## src/rtl/demux_pkg.sv

```systemverilog
// Shared constants for the 1-to-4 demux router and its per-channel FIFOs.
package demux_pkg;

    localparam int NUM_CH = 4;
    localparam int SEL_W  = 2;

    // Occupancy counters must represent 0..DEPTH inclusive.
    function automatic int cnt_w(input int depth);
        return $clog2(depth) + 1;
    endfunction

endpackage

```

## src/rtl/demux_router_chan_fifo.sv

```systemverilog
// Single-clock FIFO for one output channel: registered head, no bypass path.
module chan_fifo
    import demux_pkg::*;
#(
    parameter int WIDTH = 8,
    parameter int DEPTH = 2
) (
    input  logic                      clk,
    input  logic                      rst,
    input  logic                      push,
    input  logic                      pop,
    input  logic [WIDTH-1:0]          wr_data,
    output logic [WIDTH-1:0]          rd_data,
    output logic                      full,
    output logic                      empty,
    output logic [cnt_w(DEPTH)-1:0]   count
);

    localparam int AW = $clog2(DEPTH);
    localparam int CW = cnt_w(DEPTH);

    logic [WIDTH-1:0] mem_q [DEPTH];
    logic [AW-1:0]    wr_ptr_q, wr_ptr_d;
    logic [AW-1:0]    rd_ptr_q, rd_ptr_d;
    logic [CW-1:0]    count_q, count_d;
    logic             push_en, pop_en;

    assign full    = (count_q == CW'(DEPTH));
    assign empty   = (count_q == '0);
    assign push_en = push & ~full;
    assign pop_en  = pop & ~empty;

    // NOTE: every always_comb output gets a default first so no latch is inferred.
    always_comb begin
        wr_ptr_d = wr_ptr_q;
        rd_ptr_d = rd_ptr_q;
        count_d  = count_q;
        if (push_en) wr_ptr_d = wr_ptr_q + AW'(1);
        if (pop_en)  rd_ptr_d = rd_ptr_q + AW'(1);
        count_d = count_q + CW'(push_en) - CW'(pop_en);
    end

    // NOTE: sequential state uses non-blocking assignments only.
    always_ff @(posedge clk) begin
        if (rst) begin
            wr_ptr_q <= '0;
            rd_ptr_q <= '0;
            count_q  <= '0;
        end else begin
            wr_ptr_q <= wr_ptr_d;
            rd_ptr_q <= rd_ptr_d;
            count_q  <= count_d;
        end
    end

    // NOTE: storage is not reset; its contents are ignored while count is zero.
    always_ff @(posedge clk) begin
        if (push_en) mem_q[wr_ptr_q] <= wr_data;
    end

    assign rd_data = mem_q[rd_ptr_q];
    assign count   = count_q;

endmodule

```

## src/rtl/demux_router.sv

```systemverilog
// Routes one input stream to four independently buffered output channels.
module demux_router
    import demux_pkg::*;
#(
    parameter int WIDTH = 8,
    parameter int DEPTH = 2
) (
    input  logic                             clk,
    input  logic                             rst,
    input  logic [WIDTH-1:0]                 in_data,
    input  logic [SEL_W-1:0]                 in_sel,
    input  logic                             in_valid,
    output logic                             in_ready,
    output logic [NUM_CH*WIDTH-1:0]          out_data,
    output logic [NUM_CH-1:0]                out_valid,
    input  logic [NUM_CH-1:0]                out_ready,
    output logic [NUM_CH*cnt_w(DEPTH)-1:0]   out_count
);

    localparam int CW = cnt_w(DEPTH);

    logic [NUM_CH-1:0] full;
    logic [NUM_CH-1:0] empty;
    logic [NUM_CH-1:0] push_ch;
    logic [NUM_CH-1:0] pop_ch;

    // Readiness follows only the addressed channel, so a full channel never stalls others.
    assign in_ready  = ~rst & ~full[in_sel];
    assign pop_ch    = out_ready & ~empty;
    assign out_valid = ~empty;

    for (genvar i = 0; i < NUM_CH; i++) begin : g_ch
        assign push_ch[i] = in_valid & in_ready & (in_sel == SEL_W'(i));

        chan_fifo #(
            .WIDTH (WIDTH),
            .DEPTH (DEPTH)
        ) u_fifo (
            .clk     (clk),
            .rst     (rst),
            .push    (push_ch[i]),
            .pop     (pop_ch[i]),
            .wr_data (in_data),
            .rd_data (out_data[i*WIDTH +: WIDTH]),
            .full    (full[i]),
            .empty   (empty[i]),
            .count   (out_count[i*CW +: CW])
        );
    end

endmodule
```

## config.mk

```make
export PLATFORM = sky130hd
export DESIGN_NAME = demux_router
export DESIGN_NICKNAME = d
export VERILOG_FILES = /design/src/rtl/demux_pkg.sv /design/src/rtl/demux_router_chan_fifo.sv /design/src/rtl/demux_router.sv
export SDC_FILE = /design/constraint.sdc
export NUM_CORES = 1
export LEC_CHECK = 0
export BUFFER_PORTS_ARGS = -buffer_cell sky130_fd_sc_hd__buf_2
export CAP_MARGIN = 20
export CELL_PAD_IN_SITES_DETAIL_PLACEMENT = 1
export CELL_PAD_IN_SITES_GLOBAL_PLACEMENT = 2
export CORE_UTILIZATION = 39
export DETAILED_ROUTE_END_ITERATION = 8
export GPL_TIMING_DRIVEN = 0
export HOLD_SLACK_MARGIN = 0.15
export PLACE_DENSITY_LB_ADDON = 0.1
export SYNTH_ARGS = -nofsm -noshare
export SYNTH_HDL_FRONTEND = slang
export SYNTH_SLANG_ARGS = --single-unit
export TNS_END_PERCENT = 10
```

## constraint.sdc

```tcl
create_clock -name clk -period 2.2 [get_ports clk]
set_input_delay 0.33 -clock clk [delete_from_list [all_inputs] [get_ports clk]]
set_output_delay 0.33 -clock clk [all_outputs]
set_load 0.05 [all_outputs]
```

-- Word level (Yosys, flattened, before mapping)
Memory sizes are Yosys's and may differ from the RTL's. A register that Yosys moved wholly into a read port is not among the register bits.
Cells that the tools add are included.
- order comparisons: 1
- mux-type cells: 18
- add/subtract/negate cells: 16
- multiply operators: 0
- bitwise logic cells: 26
- reductions and logical operators: 5
- shift operators: 0
- equality and inequality tests: 7
- div/mod/pow operators: 0
- operators by type and width (kind ; count):
    $mux W1 ; 17
    $and A1 B1 Y1 ; 14
    $eq A2 B2 Y1 const B ; 6
    $logic_not A2 Y1 ; 5
    $not A1 Y1 ; 10
    $add A1 B1 Y1 const B ; 8
    $add A2 B1 Y2 ; 4
    $sub A2 B1 Y2 ; 4
    $and A4 B4 Y4 ; 1
    $not A4 Y4 ; 1
    $lt A2 B3 Y1 const B ; 1
    $bmux W1 S2 ; 1
    $eq A2 B1 Y1 const B ; 1
- memories kept: 4
- bits in read-only memories: 0
- bits in latches: 0
- bits in writable memories: 64
- output and inout bits: 45
- word-level logic and storage cells: 89
- input bits: 17
- register bits after elaboration: 16
- memories (name ; words ; width ; read ports ; clocked after memory_dff ; wr ports ; RTL line ; RTL):
    g_ch[0].u_fifo.mem_q ; 2 ; 8 ; 1 ; 1 ; 1 ; demux_router_chan_fifo.sv:22 ; logic [WIDTH-1:0] mem_q [DEPTH];
    g_ch[1].u_fifo.mem_q ; 2 ; 8 ; 1 ; 1 ; 1 ; demux_router_chan_fifo.sv:22 ;
    g_ch[2].u_fifo.mem_q ; 2 ; 8 ; 1 ; 1 ; 1 ; demux_router_chan_fifo.sv:22 ;
    g_ch[3].u_fifo.mem_q ; 2 ; 8 ; 1 ; 1 ; 1 ; demux_router_chan_fifo.sv:22 ;

-- Logic depth before layout (Yosys ltp)
- depth in word-level cells: 10
- depth in mapped cells: 7
- gate-level depth less buffers: 7

-- Hierarchy
Synthesis repeated with hierarchy kept, for this count alone.
- cells, all modules: 224
- area, all modules: 3350.7 sq um
- by module, submodules not included (module ; area each (sq um) ; instances ; cells each ; sequential area each (sq um)):
    chan_fifo ; 810.8 ; 4 ; 52 ; 580.6
    demux_router ; 107.6 ; 1 ; 16 ; 0.0

-- Worst setup path after synthesis
OpenSTA, ideal clock, no wires.
- kind: reg2reg
- start point: register g_ch[3].u_fifo.count_q[0]
- end point: memory g_ch[3].u_fifo.mem_q[0][0], enable pin
- setup time: 0.397 ns
- path buffers: 0
- arrival time: 1.782 ns
- clock period less this slack: 2.179 ns
- cell stages (with the launch flop): 3
- required time: 1.803 ns
- setup slack: 0.021 ns
- cells stage by stage: dfxtp_1 -> nor2b_1 -> nor4_1
- longest elaborated chain between the ends: 10
- elaborated cells between the ends (all ways): 11
- those cells by class: eq/ne: 1; mux: 4; bitwise: 6
- ends and longest elaborated chain (item ; RTL line ; RTL):
    start: declaration ; demux_router_chan_fifo.sv:25 ; logic [CW-1:0] count_q, count_d;
    start signal: assignment ; demux_router_chan_fifo.sv:52 ; count_q <= count_d;
    $eq A2 B2 Y1 (*) ; demux_router_chan_fifo.sv:28 ; assign full = (count_q == CW'(DEPTH));
    $bmux W1 S2 ; demux_router.sv:28 ; assign in_ready = ~rst & ~full[in_sel];
    $mux W1 (implied by the code) ; demux_router.sv:28 ;
    $not A1 Y1 ; demux_router.sv:28 ;
    $and A1 B1 Y1 ; demux_router.sv:28 ;
    $and A1 B1 Y1 (2 in series) ; demux_router.sv:33 ; assign push_ch[i] = in_valid & in_ready & (in_sel == SEL_W'(i));
    $and A1 B1 Y1 (*) ; demux_router_chan_fifo.sv:30 ; assign push_en = push & ~full;
    $mux W1 (*) ; demux_router_chan_fifo.sv:58 ; if (push_en) mem_q[wr_ptr_q] <= wr_data;
    $mux W1 (implied by the code) (*) ; demux_router_chan_fifo.sv:58 ;
    end: declaration ; demux_router_chan_fifo.sv:22 ;
Every way passes the cells marked *; elsewhere a longest branch is shown, timed or not. The select of a mux whose other input is x is not followed.

==> results.yml <==
finish:
  final_util_pct: 48.5
  fill_cells: 872
  diodes: 0
  multi_input_area_um2: 966
  syn2layout_area_growth_pct: 19.9
  final_common_cell: "edfxtp_1"
  final_cell_mix: "64 x edfxtp_1, 61 x buf_2, 32 x mux2_2"
  final_cells: 391
  final_nets: 306
  drive_above_1_share_pct: 41.6
  final_area_um2: 4010
  final-seq-area_um2: 2320
cts:
  clock_latency_ps: 340
  cts-hold-fix-buffers: 0
  clkTransAtPathRegs_ps: 80
  cts_setup_buffers: 0
  cts_buffers: 9
  clockRootBuffer: "clkbuf_8"
  cts_buffer_depth: 2
  cts_sinks: 84
  h-tree-depth: 3
  cts_tree: "done"
  post_cts_resized: 0
hold_path:
  hold_depth: 1
  hold_end: "g_ch[3].u_fifo.mem_q[1][3]"
  hold_class: "input pin to register"
  hp-start: "in_data[3]"
worst_setup_path:
  cpMaxStageDelayCell: "mux2_2"
  critPathRequiredTime_ps: 1870
  r2r_cells: 3
  r2r_start: "g_ch[0].u_fifo.count[0]"
  start_kind: "register"
  cp.arrival_ps: 1680
  path_buf_inv: 2
  rrSetupSlack_ps: 210
  path_cells: "clkbuf_1 > mux2_2 > buf_2"
  crit_path_end_kind: "primary output"
  crit_fanout: 8
  critical_path.top_delay_family: "buffers and inverters"
  regToRegEndpoint: "g_ch[0].u_fifo.mem_q[0][6]"
  cp.depth: 3
  cpPeakStageDelay_ps: 420
  critPathKind: "register to primary output"
grt:
  grt_pass1_wl_um: 9200
  grt_max_degree: 15
  antenna_found_initial: 0
  grt_use_total_pct: 14.2
  gr-total-overflow: 0
  grt_pass1_vias: 1804
logic_synthesis:
  synth_cell_type_count: 26
  synth_seq_cells: 84
  syn_area_per_cell_um2: 16.1
  synthCells: 208
  yosys_warnings: 0
  yosysSeqAreaShare_pct: 69.5
  syn_area_um2: 3340
  synth.net_count: 233
floorplanning:
  dieArea_um2: 8940
  initial_core_util_pct: 40.5
  die_w_um: 94.6
  io-pin-count: 62
  die_h_um: 94.6
  core_area_um2: 8260
  row_count: 33
route:
  avgRoutedWirePerCell_um: 14.6
  drt_iter0_drc: 39
  drc: 0
  drtAntennaViolNets: 0
  vias_per_cell: 4.67
  drtPass1Iterations: 4
  wirelength_um: 5720
  vias: 1827
placed_design:
  hpwl_um: 4100
  gp_congestion: 0.710
  placed_area_um2: 3790
  dpl.cell_count: 375
  io_buffer_count: 61
timing:
  hold_viol: 0
  tightestPinTransition_ps: 745
  clock_skew_ps: 6.46
  relSlewSlack_pct: 50.2
  fmax_mhz: 499
  finalSetupTns_ps: 0
  rsz0062_at_grt: "no"
  setup_viol: 0
  slew_violations: 0
  period_share_pct: 91.1
  min_period_ps: 2010
pwr:
  ir_drop_uv: 611
  power_mw: 5.07
  power_density_nw_per_um2: 1270
  p_leak_nw: 1.52
job:
  maxCapViolCount: 0
outcome:
  outcome: "complete, no violations"
## worst register-to-register path, stage by stage (launching register included)
cell       delay (ps)
dfxtp_1           390
inv_1             110
a2111oi_4         470
nor2b_1           660
## cell type report
| type | count | share of cell area (%) |
|---|---|---|
| repair buffers | 62 | 7.81 |
| clock buffers | 10 | 3.18 |
| inverters | 10 | 0.937 |
| flip-flops and latches | 84 | 57.9 |
| clock inverters | 6 | 2.19 |
| well taps | 105 | 3.28 |
| plain buffers | 6 | 0.562 |
| multi-input cells | 108 | 24.1 |
## through the flow
step	hold WS (ps)	setup WS [ps]
after floorplan	429	20.7
after global placement	461	-544
after detailed placement	476	-46.8
after CTS	256	159
after global routing	256	44.3
final	271	195
## worst max path at each step
| stage | end |
|---|---|
| 4_1_cts | out_data[6] |
| 3_3_place_gp | g_ch[3].u_fifo.mem_q[0][2] |
| 3_5_place_dp | g_ch[2].u_fifo.mem_q[0][1] |
| 6_report | out_data[6] |
| 5_1_grt | g_ch[0].u_fifo.mem_q[0][7] |
| 2_1_floorplan | g_ch[3].u_fifo.mem_q[0][0] |
## cells by family (layout without fill, tap and decap cells)
kind of cell	after synthesis	after routing	synth area share, %
AOI/OAI and AO/OA	11	11	4.27
xor gates and xnor gates	8	8	2.10
adders and majority gates	8	8	3.00
buffers and inverters	16	94	1.80
DFF	84	84	69.5
muxes	35	35	11.7
and+or+nand+nor	46	46	7.67
## cells in the mapped netlist
master     number  area (um^2)
edfxtp_1       64         1920
mux2_2         32          360
dfxtp_1        20          400
nor2_1         12         45.0
and2_1          8         50.1
ha_1            8          100
inv_1           8         30.0
nor2b_1         8         50.1
clkbuf_1        5         18.8
nand2b_1        5         31.3
nor3_1          5         25.0
o21a_1          5         37.5
or2_2           4         25.0
xnor2_1         4         35.0
xor2_1          4         35.0
a2111oi_4       3         82.6
mux2i_1         3         30.0
inv_2           2         7.51
a311oi_1        1         8.76
a31oi_1         1         6.26
and4bb_2        1         12.5
buf_1           1         3.75
nand2_1         1         3.75
nor3b_1         1         7.51
nor4_1          1         6.26
o21bai_1        1         7.51
## per-layer routing
layer / GRT usage (%) / vias to the layer above / part of all wire, %
met3: 3.22 / 6 / 3.7
met4: 6.06 / 0 / 1.2
met1: 18.1 / 874 / 47
met2: 23.1 / 45 / 48
li1: - / 902 / -
met5: 0 / - / 0
## sequential cells by signal, indices dropped and copies added, names as in the netlist, named ones only
register	flops
g_ch.u_fifo.wr_ptr_q	4
g_ch.u_fifo.rd_ptr_q	4
g_ch.u_fifo.count	8
g_ch.u_fifo.mem_q	64
## where the power goes
group	leakage (nW)	internal, mW	total [mW]	switching, mW
Sequential	0.741	1.85	1.98	0.122
Combinational	0.678	0.578	1.93	1.35
Clock	0.101	0.640	1.16	0.524
No activity file was read; power rests on OpenSTA's default activity.
